==> src/rtl/lfsr_pkg.sv <==
`timescale 1ns/1ps
`default_nettype none
// ============================================================================
//  Module      : lfsr_pkg
//  Description : Shared types and constants for the LFSR random-number stage.
//                FSM state encoding, default width, feedback taps and the
//                substitute seed used when the XOR seed collapses to zero.
//  Revision    : 1.0 - initial release
// ============================================================================
package lfsr_pkg;

  localparam int             c_WIDTH    = 7;
  localparam logic [6:0]     c_TAPS     = 7'h60;  // x^7 + x^6 + 1, period 127
  localparam int             c_WARMUP   = 4;
  localparam logic [6:0]     c_ZERO_SUB = 7'h55;

  typedef enum logic [1:0] {
    IDLE = 2'd0,
    WARM = 2'd1,
    DONE = 2'd2
  } lfsr_state_t;

endpackage : lfsr_pkg
`default_nettype wire

==> src/rtl/lfsr_core.sv <==
`timescale 1ns/1ps
`default_nettype none
// ============================================================================
//  Module      : lfsr_core
//  Description : Combinational Fibonacci LFSR step. The feedback bit is the
//                XOR of the tapped bits, shifted in at the LSB.
//  Ports       : i_lfsr      [WIDTH] current register value
//                o_lfsr_next [WIDTH] value after one step
//  Revision    : 1.0 - initial release
// ============================================================================
module lfsr_core
  import lfsr_pkg::*;
#(
  parameter int               WIDTH = c_WIDTH,
  parameter logic [WIDTH-1:0] TAPS  = c_TAPS
) (
  input  logic [WIDTH-1:0] i_lfsr,
  output logic [WIDTH-1:0] o_lfsr_next
);

  logic w_fb;

  assign w_fb        = ^(i_lfsr & TAPS);
  assign o_lfsr_next = {i_lfsr[WIDTH-2:0], w_fb};

endmodule : lfsr_core
`default_nettype wire

==> src/rtl/lfsr_gen.sv <==
`timescale 1ns/1ps
`default_nettype none
// ============================================================================
//  Module      : lfsr_gen
//  Description : On request, seeds an LFSR from a free-running timing
//                counter, runs WARMUP steps, then presents a non-zero value
//                with complete_LFSR held until the request drops.
//  Ports       : clk            system clock (posedge)
//                rst_LFSR       synchronous active-high reset
//                en_LFSR        level request from the consumer
//                LFSR_output    [WIDTH] random value, stable while complete
//                complete_LFSR  registered value-valid flag
//  Revision    : 1.0 - initial release
// ============================================================================
module lfsr_gen
  import lfsr_pkg::*;
#(
  parameter int               WIDTH    = c_WIDTH,
  parameter logic [WIDTH-1:0] TAPS     = c_TAPS,
  parameter int               WARMUP   = c_WARMUP,
  parameter logic [WIDTH-1:0] ZERO_SUB = c_ZERO_SUB
) (
  input  logic             clk,
  input  logic             rst_LFSR,
  input  logic             en_LFSR,
  output logic [WIDTH-1:0] LFSR_output,
  output logic             complete_LFSR
);

  localparam int                  c_WARM_W    = $clog2(WARMUP + 1);
  localparam logic [c_WARM_W-1:0] c_WARM_LAST = c_WARM_W'(WARMUP - 1);

  lfsr_state_t         r_state;
  logic [WIDTH-1:0]    r_lfsr;
  logic [WIDTH-1:0]    r_seed_cnt;
  logic [c_WARM_W-1:0] r_warm_cnt;
  logic [WIDTH-1:0]    w_lfsr_next;
  logic [WIDTH-1:0]    w_seed;

  lfsr_core #(
    .WIDTH (WIDTH),
    .TAPS  (TAPS)
  ) u_core (
    .i_lfsr      (r_lfsr),
    .o_lfsr_next (w_lfsr_next)
  );

  // Mixing in the current LFSR state means back-to-back requests with the
  // same timing still diverge. A zero seed would lock the LFSR, so swap it.
  assign w_seed = r_seed_cnt ^ r_lfsr;

  always_ff @(posedge clk) begin
    if (rst_LFSR) begin
      r_state       <= IDLE;
      r_lfsr        <= WIDTH'(1);
      r_seed_cnt    <= '0;
      r_warm_cnt    <= '0;
      LFSR_output   <= '0;
      complete_LFSR <= 1'b0;
    end else begin
      // Timing entropy: counts in every state, wraps naturally.
      r_seed_cnt <= r_seed_cnt + 1'b1;
      case (r_state)
        IDLE: begin
          if (en_LFSR) begin
            r_lfsr     <= (w_seed == '0) ? ZERO_SUB : w_seed;
            r_warm_cnt <= '0;
            r_state    <= WARM;
          end
        end
        WARM: begin
          if (!en_LFSR) begin
            // Abort keeps the partially stepped LFSR as future entropy.
            r_state <= IDLE;
          end else begin
            r_lfsr     <= w_lfsr_next;
            r_warm_cnt <= r_warm_cnt + 1'b1;
            if (r_warm_cnt == c_WARM_LAST) begin
              r_state       <= DONE;
              LFSR_output   <= w_lfsr_next;
              complete_LFSR <= 1'b1;
            end
          end
        end
        DONE: begin
          if (!en_LFSR) begin
            r_state       <= IDLE;
            complete_LFSR <= 1'b0;
          end
        end
        default: r_state <= IDLE;
      endcase
    end
  end

endmodule : lfsr_gen
`default_nettype wire

==> config.mk <==
export PLATFORM = sky130hd
export DESIGN_NAME = lfsr_gen
export DESIGN_NICKNAME = d
export VERILOG_FILES = /design/src/rtl/lfsr_pkg.sv /design/src/rtl/lfsr_core.sv /design/src/rtl/lfsr_gen.sv
export SDC_FILE = /design/constraint.sdc
export NUM_CORES = 1
export LEC_CHECK = 0
export ABC_AREA = 1
export CAP_MARGIN = 10
export CORE_MARGIN = 1.5
export CORE_UTILIZATION = 50
export DETAILED_ROUTE_END_ITERATION = 10
export DONT_BUFFER_PORTS = 1
export GPL_ROUTABILITY_DRIVEN = 0
export PLACE_DENSITY = 0.65
export SETUP_SLACK_MARGIN = 0.4
export SLEW_MARGIN = 5
export SYNTH_ARGS = -nofsm -noshare
export SYNTH_HDL_FRONTEND = slang
export SYNTH_HIERARCHICAL = 1
export SYNTH_SLANG_ARGS = --single-unit
export TNS_END_PERCENT = 30
==> constraint.sdc <==
create_clock -name clk -period 1.15 [get_ports clk]
set_input_delay 0.23 -clock clk [delete_from_list [all_inputs] [get_ports clk]]
set_output_delay 0.23 -clock clk [all_outputs]
set_load 0.05 [all_outputs]
[Yosys cells after proc, flatten, opt, wreduce, memory -nomap -nowiden]
Cells that the tools add are included.
W data, S select, Z words.
Word-level totals
  word-level logic and storage cells: 42
  register bits: 27
  bits of input ports: 3
Cells by class
  reduce and logical (&&, ||, !) cells: 9
  multiplexer cells: 16
  add/sub/neg operators: 2
  bitwise gates (word level): 1
  eq/ne operators: 8
Operators with widths (number)
  $mux W7: 3
  $pmux W7 S2: 1
  $reduce_and A3 Y1: 3
  $mux W2: 4
  $ne A2 B2 Y1 const B: 4
  $add A7 B1 Y7 const B: 1
  $logic_not A7 Y1: 1
  $reduce_xor A7 Y1: 1
  $xor A7 B7 Y7: 1
  $mux W3: 2
  $pmux W2 S3: 1
  $pmux W3 S2: 1
  $reduce_and A4 Y1: 1
  $reduce_bool A2 Y1: 2
  $add A3 B1 Y3 const B: 1
  $eq A3 B2 Y1 const B: 1
  $mux W1: 3
  $ne A3 B3 Y1 const B: 1
  $eq A2 B1 Y1 const B: 1
  $eq A2 B2 Y1 const B: 1
  $logic_not A2 Y1: 1
  $pmux W1 S2: 1

[Longest topological paths before layout]
  word-level depth: 5
  mapped depth: 9
  depth with buffers taken out: 9

[Modules after synthesis]
The synthesis kept the hierarchy.
By module, submodules not included
  lfsr_gen: cells an instance 173, instances 1, area an instance 1260.0 um^2
  lfsr_core: cells an instance 12, instances 1, area an instance 71.3 um^2

[Worst setup path before layout]
No wires, ideal clock.
  path kind: reg-to-reg
  start: register r_warm_cnt[0]
  end: register LFSR_output[0]
  cell stages (with the launch flop): 7
  clock period less this slack: 1186 ps
  data required time: 1034 ps
  data arrival time: 1070 ps
  path buffers: 0
  setup slack: -36 ps
  cells stage by stage: dfxtp_1 > ha_1 > ha_1 > nand2_4 > clkinv_4 > o21ai_2 > a21oi_2
On the way
  longest elaborated chain between the ends: 2
Ends and longest elaborated chain
  start: declaration: RTL line lfsr_gen.sv:36  | logic [c_WARM_W-1:0] r_warm_cnt;
  start signal: assignment: RTL line lfsr_gen.sv:77  | r_warm_cnt <= r_warm_cnt + 1'b1;
  $eq A3 B2 Y1: RTL line lfsr_gen.sv:78  | if (r_warm_cnt == c_WARM_LAST) begin
  $reduce_and A3 Y1 (no source line)
  end signal: assignment: RTL line lfsr_gen.sv:80  | LFSR_output <= w_lfsr_next;
  end: declaration: RTL line lfsr_gen.sv:26  | output logic [WIDTH-1:0] LFSR_output,
No other way between the ends.
A chain may end at the register's enable or synchronous reset.

[Worst setup path in the final report]
  start: register r_warm_cnt[0]
  end: register LFSR_output[4]
Same word-level chain as after synthesis.

==> results.md <==
* Critical path fanouts, max at 8
* Area share of the largest cell type after synthesis at 0.406
* Setup-failing EPs final at 4
* P_sw at 527 µW
* Slew headroom at 0.647
* Busiest grt layer: met2
* CP arrival at 1440 ps
* CP cell instances: ha_4, ha_4, nand2_8, clkinv_8, o21ai_4, a21oi_2
* Design Area, Final at 0.00189 mm²
* Placed Instance Area at 0.00148 mm²
* Nets at 216
* Most instantiated library cell after synthesis: nand2_1
* WHS at 42.2 ps
* Met1 Usage GRT at 0.280
* Most instantiated cells after synthesis: 43 x nand2_1, 27 x dfxtp_1, 27 x inv_1
* Comb pwr share at 0.196
* Detailed-route via count at 1256
* Mapped cell area at 0.00133 mm²
* Int Pwr at 1.25 mW
* Initial drt markers at 18
* Syn Nets at 191
* Worst Hold Class: in2reg
* Post-placement cell count at 221
* Gate Count Post-Synth at 185
* Synth cell types at 25
* DP Wirelength at 1910 µm
* Crit share post-route at 1.03
* Worst Skew at 14.2 ps
* Ranking of synthesized cells by area: dfxtp_1 41%, nand2_1 12%, inv_1 7.6%
* Failing checks: setup timing
* Sw frac at 0.296
* Post-layout power at 1.78 mW
* GRT Util Overall at 0.217
* WL/cell at 12.6 µm
* CTS Sinks at 27
* Max incr delay on CP at 370 ps
* Initial antenna violation count at 0
* Reg power frac at 0.565
* Clk_lat worst skew at 340 ps
* Critical Path Sink Type: flop
* Die X at 54.6 µm
* Vias in the first global route at 1045
* Max_cap viols at 0
* Clock Power Share at 0.239
* Worst-margin pin slew at 528 ps
* Met2 usage in global routing at 0.357
* CTS tree: done
* Worst path most repeated cell: ha_4
* FMAX at 843 MHz
* Fraction of layout cells with a size suffix above 1 at 0.569
* Post-route DRC at 0
* Via-per-instance ratio at 5.26
* YS warnings at 6
* Port-buffer cells at 0
* Crit path from: r_warm_cnt[0]$_SDFFE_PP0P_
* EDFF count, synth at 0
* Synth async-reset ratio at 0
* Avg Cell Area, Syn at 7.20 µm²
* Clk pin slew, worst setup/hold paths at 160 ps
* Worst R2R Start: r_warm_cnt[0]$_SDFFE_PP0P_
* ANT nets after route at 0
* Primary FF master, synth: dfxtp_1
* Total grt overflow at 0
* Die height at 54.6 µm
* Maximum vdd drop at 0.848 mV
* Crit path kind: reg2reg
* Setup ws final at -36.0 ps
* Diodes inserted at 0
* P&R area growth vs syn at 42.2%
* CTS Buffer Depth at 2
* Final Critical Period at 1190 ps
* Htree depth at 1
* Die Area at 0.00298 mm²
* Cell taking the most area after synthesis: dfxtp_1
* DRT Pass-1 Iters at 5
* Setup crit start kind: flop
* Core Footprint at 0.00250 mm²
* Leak at 0.811 nW
* Pin count of the biggest net entering global routing at 16
* Routed wire length at 3010 µm
* Unrepaired setup endpoints after global routing: true
* Finished Core Util at 0.757
* Power density cells at 941 mW/mm²
* Post-synthesis sequential area ratio at 0.406
* Initial Util at 0.533
* Slowest CP cell: dfxtp_2
* Filler cells at 174
* Row Count at 18
* CTS Buf Count at 3
* Status: finished, violations left
* Hold Vio Cnt, Final at 0
* Synth Register Bits at 27
* Root Driver: clkbuf_4
* Grt met3 use at 0.0301
* Top-level I/O count at 11
* Max Slew Vio Count at 0
* Hold wc startpoint: en_LFSR
* Required time of the critical path at 1400 ps
* First-pass GRT wire length at 4610 µm
* Layout Cells excl Fill at 239
## cell type report
cell class / count / area [µm²] / area share
Clock inverter: 1 / 5.00 / 0.00264
Inverter: 29 / 126 / 0.0668
Sequential cell: 27 / 586 / 0.309
Tap cell: 30 / 37.5 / 0.0198
Clock buffer: 3 / 22.5 / 0.0119
Timing Repair inverter: 1 / 11.3 / 0.00595
Timing Repair Buffer: 29 / 304 / 0.161
Multi-Input combinational cell: 119 / 801 / 0.423
## sequential cells by signal, indices dropped and copies added (netlist names)
name	cells
r_seed_cnt	7
LFSR_output	7
r_warm_cnt	3
r_state	2
r_lfsr	7
complete_LFSR	1
## kinds of logic (layout without fill, tap and decap cells)
kind of cell / after synthesis / after routing / share of synthesized area
XOR/XNOR: 2 / 2 / 0.0132
adder cells (fa/ha/maj): 3 / 3 / 0.0282
AND/OR/NAND/NOR: 72 / 72 / 0.237
AO/OA/AOI/OAI: 42 / 42 / 0.179
buffers and inverters: 39 / 63 / 0.137
flip-flops: 27 / 27 / 0.406
## what timing repair did
action / in CTS / in global routing
hold buffers: 1 / 0
setup endpoints to repair: 34 / 35
pin swaps: 21 / 24
gates resized for setup: 57 / 49
cloned: 1 / 0
hold endpoints to repair: 11 / 0
buffers inserted: 6 / 6
## placed cells by master (no fill, tap or decap), types with 2 or more instances in the layout
| cell | count |
|---|---|
| a21oi_1 | 13 |
| a21oi_2 | 8 |
| buf_4 | 16 |
| buf_6 | 3 |
| buf_8 | 8 |
| clkbuf_4 | 3 |
| dfxtp_1 | 5 |
| dfxtp_2 | 15 |
| dfxtp_4 | 7 |
| ha_4 | 3 |
| inv_1 | 16 |
| inv_2 | 10 |
| inv_4 | 2 |
| nand2_1 | 23 |
| nand2_2 | 20 |
| nand3_1 | 4 |
| nor2_1 | 12 |
| nor2_2 | 3 |
| nor2_4 | 4 |
| o21ai_0 | 6 |
| o21ai_1 | 6 |
| o21ai_2 | 5 |
| o21ai_4 | 2 |
## power by group through the flow
stage	clock network (mW)	logic [mW]	registers [mW]
floorplan	0	0.195	1.02
global placement	0	0.227	1.03
detailed placement	0	0.232	1.03
CTS	0.444	0.279	1.01
global route	0.472	0.380	1.01
finish	0.426	0.348	1.01
## routing by layer
metal  wire [µm]  part of all wire
met1        1290              0.43
met2        1590              0.53
met3          99             0.033
met4          29            0.0096
met5           0                 0
## worst max-delay path, delay by kind of cell, from the launching register on
kind            cells  cell delay (ps)
flops               1              370
fa+ha+maj           2              330
compound gates      2              180
simple gates        1              130
buf+inv             1               90
## path summary, 6_finish.rpt
kind / endpoint / slack, ps / cells past startpoint
max: LFSR_output[4]$_SDFFE_PP0P_ / -40 / 6
min: r_state[1]$_SDFFE_PP0P_ / 40 / 2
max reg2reg: LFSR_output[4]$_SDFFE_PP0P_ / -40 / 6
min reg2reg: r_warm_cnt[0]$_SDFFE_PP0P_ / 460 / 1
## through the flow
stage | TNS [ps] | setup slack, ps
6_report | -88.4 | -36.0
5_1_grt | -427 | -66.5
4_1_cts | -11.1 | -11.1
3_5_place_dp | -53.1 | -31.9
3_3_place_gp | 0 | 10.9
2_1_floorplan | 0 | 37.8
(Power assumes the default switching activity.)
